<file path="src/rtl/time_tag_pulse_gen.sv">
// Timed-pulse transmitter: free-running tick/period timebase plus an armable
// compare that emits a fixed-width registered pulse on the local timebase.
module time_tag_pulse_gen #(
    parameter int CNT_WIDTH   = 27,
    parameter int PERIOD      = 120000000,
    parameter int PULSE_WIDTH = 12,
    parameter int SEC_WIDTH   = 32
) (
    input  logic                 clk,
    input  logic                 reset,
    input  logic                 enable,
    input  logic                 cmp_valid,
    input  logic [CNT_WIDTH-1:0] cmp_value,
    output logic                 cmp_ready,
    output logic                 cmp_err,
    output logic                 pulse_out,
    output logic                 busy,
    output logic [CNT_WIDTH-1:0] tick_count,
    output logic [SEC_WIDTH-1:0] period_count
);

    localparam int WW = $clog2(PULSE_WIDTH + 1);
    localparam logic [CNT_WIDTH-1:0] TICK_LAST  = CNT_WIDTH'(PERIOD - 1);
    localparam logic [CNT_WIDTH:0]   PERIOD_LIM = (CNT_WIDTH + 1)'(PERIOD);
    localparam logic [WW-1:0]        W_LOAD     = WW'(PULSE_WIDTH - 1);

    typedef enum logic [1:0] {
        IDLE  = 2'd0,
        ARMED = 2'd1,
        PULSE = 2'd2
    } state_t;

    state_t               state;
    state_t               state_next;
    logic [CNT_WIDTH-1:0] cmp_reg;
    logic [CNT_WIDTH-1:0] cmp_reg_next;
    logic [WW-1:0]        width_cnt;
    logic [WW-1:0]        width_next;
    logic                 pulse_next;
    logic                 err_next;
    logic                 transfer;

    assign cmp_ready = reset & enable & (state == IDLE);
    assign busy      = (state != IDLE);
    assign transfer  = cmp_valid & cmp_ready;

    always_ff @(posedge clk or negedge reset) begin
        if (!reset) begin
            tick_count   <= '0;
            period_count <= '0;
        end else if (!enable) begin
            tick_count   <= '0;
            period_count <= '0;
        end else if (tick_count == TICK_LAST) begin
            tick_count   <= '0;
            period_count <= period_count + SEC_WIDTH'(1);
        end else begin
            tick_count   <= tick_count + CNT_WIDTH'(1);
        end
    end

    always_ff @(posedge clk or negedge reset) begin
        if (!reset) begin
            state     <= IDLE;
            cmp_reg   <= '0;
            width_cnt <= '0;
            pulse_out <= 1'b0;
            cmp_err   <= 1'b0;
        end else begin
            state     <= state_next;
            cmp_reg   <= cmp_reg_next;
            width_cnt <= width_next;
            pulse_out <= pulse_next;
            cmp_err   <= err_next;
        end
    end

    // Match is only checked while ARMED, so a compare equal to the tick on
    // the arming edge is missed and fires one full period later.
    always_comb begin
        state_next   = state;
        cmp_reg_next = cmp_reg;
        width_next   = width_cnt;
        pulse_next   = 1'b0;
        err_next     = 1'b0;
        if (!enable) begin
            state_next = IDLE;
        end else begin
            unique case (state)
                IDLE: begin
                    if (transfer) begin
                        if ({1'b0, cmp_value} < PERIOD_LIM) begin
                            cmp_reg_next = cmp_value;
                            state_next   = ARMED;
                        end else begin
                            err_next = 1'b1;
                        end
                    end
                end
                ARMED: begin
                    if (tick_count == cmp_reg) begin
                        state_next = PULSE;
                        pulse_next = 1'b1;
                        width_next = W_LOAD;
                    end
                end
                PULSE: begin
                    if (width_cnt == '0) begin
                        state_next = IDLE;
                    end else begin
                        width_next = width_cnt - WW'(1);
                        pulse_next = 1'b1;
                    end
                end
                default: state_next = IDLE;
            endcase
        end
    end

endmodule
</file>
<file path="config.mk">
export PLATFORM = sky130hd
export DESIGN_NAME = time_tag_pulse_gen
export DESIGN_NICKNAME = d
export VERILOG_FILES = /design/src/rtl/time_tag_pulse_gen.sv
export SDC_FILE = /design/constraint.sdc
export NUM_CORES = 1
export LEC_CHECK = 0
export CAP_MARGIN = 20
export CORE_MARGIN = 5
export CORE_UTILIZATION = 45
export CTS_BUF_LIST = sky130_fd_sc_hd__clkbuf_8
export DETAILED_ROUTE_END_ITERATION = 8
export GPL_TIMING_DRIVEN = 0
export PLACE_DENSITY = 0.69
export SYNTH_ARGS = -nofsm -noshare
export SYNTH_HDL_FRONTEND = slang
export SYNTH_SLANG_ARGS = --single-unit
export TNS_END_PERCENT = 30
</file>
<file path="constraint.sdc">
create_clock -name clk -period 3.5 [get_ports clk]
set_input_delay 0.875 -clock clk [delete_from_list [all_inputs] [get_ports clk]]
set_output_delay 0.875 -clock clk [all_outputs]
set_load 0.005 [all_outputs]
</file>
==> results.md <==
- Crit path time final: 3.23 ns
- Setup-failing EPs final: 0
- Yosys cell types: 45
- Die width: 113 µm
- Total track usage: 19.6%
- Signal arrival time at the worst endpoint: 3.49 ns
- Detailed-route wire length: 12000 µm
- Slew Limit Fails: 0
- Worst VDD drop: 191 µV
- Mean area per synthesized cell: 10.3 µm²
- Hold_buf cts: 0
- Die area: 12900 µm²
- Post-route clock period utilization: 92.4%
- Drt first pass iters: 5
- CP Data Required Time: 3.76 ns
- Post-synth ARST share: 100%
- Post-synthesis instance total: 467
- Final core area utilization: 59.3%
- Root Driver: clkbuf_8
- Hold/Removal Path Class: input port to asynchronous set/reset pin
- Synth area leader: dfrtp_1
- Slew @ Worst Pin: 0.675 ns
- Fmax: 309 MHz
- Area occupied by multi-input gates: 2330 µm²
- DP HPWL: 9060 µm
- Number of enable flip-flop cells after synthesis: 0
- Share of post-route cells with drive strength above 1: 9.19%
- Largest net degree at the start of global routing: 73
- Vias: 3893
- Final WS setup: 0.266 ns
- Unrepaired setup endpoints after global routing: no
- Initial antenna violation count: 0
- DR WL met3: 580 µm
- Vias in the first global route: 3981
- Clk_skew: 0.00967 ns
- Area contributors post-synth: dfrtp_1 (49%), xnor2_1 (7.6%), mux2_2 (6.3%)
- Clock sinks: 94
- CTS HTree Levels: 3
- Number of setup buffers added after CTS: 0
- Tot Pwr: 2240 µW
- Cell Area, Synth: 4820 µm²
- Met2 wire length: 5880 µm
- Top post-synthesis cells by count: dfrtp_1 (94), xnor2_1 (42), nor2_1 (35)
- Die H: 113 µm
- Area occupied by registers: 2350 µm²
- N_diodes: 0
- Post-layout net count: 610
- Leak Pwr: 0.00247 µW
- Clock tree buffer depth: 2
- Area grow syn2layout: 27.6%
- CP Launch Type: input port
- Max layer used: met4
- Global-route wire length before repair: 20100 µm
- Syn. warnings: 0
- Vias/cell: 5.46
- Count leader, synth: dfrtp_1
- Starting Density: 46.5%
- Worst Setup End Kind: flop
- Core footprint: 10400 µm²
- DR iter-0 viols: 238
- PwrDens: 365 nW/µm²
- I/O Pins: 94
- Drc violations: 0
- Most used DFF post-synth: dfrtp_1
- WL met1: 5410 µm
- Clock slew seen by the registers of the worst setup and hold paths: 0.09 ns
- Clock tree from TritonCTS: built
- Row Count: 37
- Cts bufs inserted: 9
- Drt wl/cell: 16.8 µm
- Syn_nets: 505
- Total gr overflow: 0
- Critical path peak fanout: 10
- Worst slack, placed: -0.228 ns
- #FFs+latches synth: 94
- Post-synth top area share: 48.8%
- Gpl congestion: 0.830
- CP Class: input port to flop
- Status: finished clean
- Final Hold Viols: 0
- Sequential-to-total area share from yosys stat: 48.8%
- Antenna Nets Post-Route: 0
- Fillcell total: 912
- Slew Limit Headroom: 54.7%
- Number of flip-flops in the largest register: 32
- Skew-Pair Late Insertion Delay: 0.37 ns
- Max Cap Violations: 0
- I/O Buffers: 93
## placed cells by master, fill, tap and decap left out, types with 2 or more instances in the layout
cell              n
or2_2             3
nand3_1          22
o211ai_1          8
and4_1            4
or3_1            15
mux2_2           27
a211oi_1          2
nand3b_1          2
buf_2             3
nand4_1          20
nor3_1           11
clkbuf_8         11
o31ai_1           6
nand2_1          32
nor2_1           35
clkbuf_1         12
and2_1           13
nor2b_1           2
and3_1            8
clkinv_2          3
ha_1              7
or4b_1            6
clkdlybuf4s50_1  92
a21boi_0          8
nand2b_1          4
mux2i_1           2
or2_1             2
xnor2_1          42
xor2_1           18
inv_1            19
dfrtp_1          94
nor4_1            5
o21ai_0          15
a21oi_1           6
## layout make-up
| cell class | instances | area share, % |
|---|---|---|
| clock buffers | 11 | 2.46 |
| well taps | 136 | 2.77 |
| plain buffers | 17 | 1.12 |
| multi-input cells | 338 | 37.9 |
| flip-flops and latches | 94 | 38.3 |
| repair buffers | 94 | 15.6 |
| inverters | 18 | 1.10 |
| clock inverters | 5 | 0.794 |
## report_power, final
part	internal, µW	total (µW)	switching, µW
clock	363	732	369
sequential	1160	1230	64.2
combinational	164	281	117
## metrics by stage
step           hold slack [ns]  cells  setup TNS [ns]  area, µm²
2_1_floorplan            0.470    467               0       4820
3_3_place_gp             0.503    696         -269.67       5920
3_5_place_dp             0.516    697           -3.57       5940
4_1_cts                  0.409    713               0       6140
5_1_grt                  0.413    713               0       6150
6_report                 0.406    713               0       6150
## cells by family after synthesis
group / synth area share (%)
DFF: 48.8
muxes: 6.73
adders and majority gates: 1.82
buffers and inverters: 2.80
AOI/OAI and AO/OA: 7.30
xor gates and xnor gates: 10.9
and+or+nand+nor: 21.6
## metal layers
layer  GRT usage [%]  vias up
met1            26.5     1918
met2            31.8      106
met5               0        -
met3            3.98       10
met4            5.93        0
li1                -     1859
## critical path: stages
cell	delay, ns
clkdlybuf4s50_1	0.43
or2_2	0.32
a211o_1	0.29
o2111ai_1	0.32
nor2b_1	0.17
buf_2	0.23
buf_1	0.46
mux2_2	0.40
## repair_timing
| action | CTS | global route |
|---|---|---|
| endpoints found under the hold margin | 0 | 0 |
| resized for setup | 0 | 1 |
| setup endpoints to repair | 0 | 1 |
## final timing paths
kind	endpoint	start	slack, ns	depth (start not counted)
min in group clk	cmp_reg[7]	cmp_reg[7]	0.53	1
max reg2reg	period_count[29]	tick_count[20]	0.61	7
max in group asynchronous	period_count[16]	reset	2.45	2
min	tick_count[17]	reset	0.41	1
max	cmp_reg[3]	cmp_value[20]	0.27	8
min reg2reg	cmp_reg[7]	cmp_reg[7]	0.53	1
(Power assumes the default switching activity.)
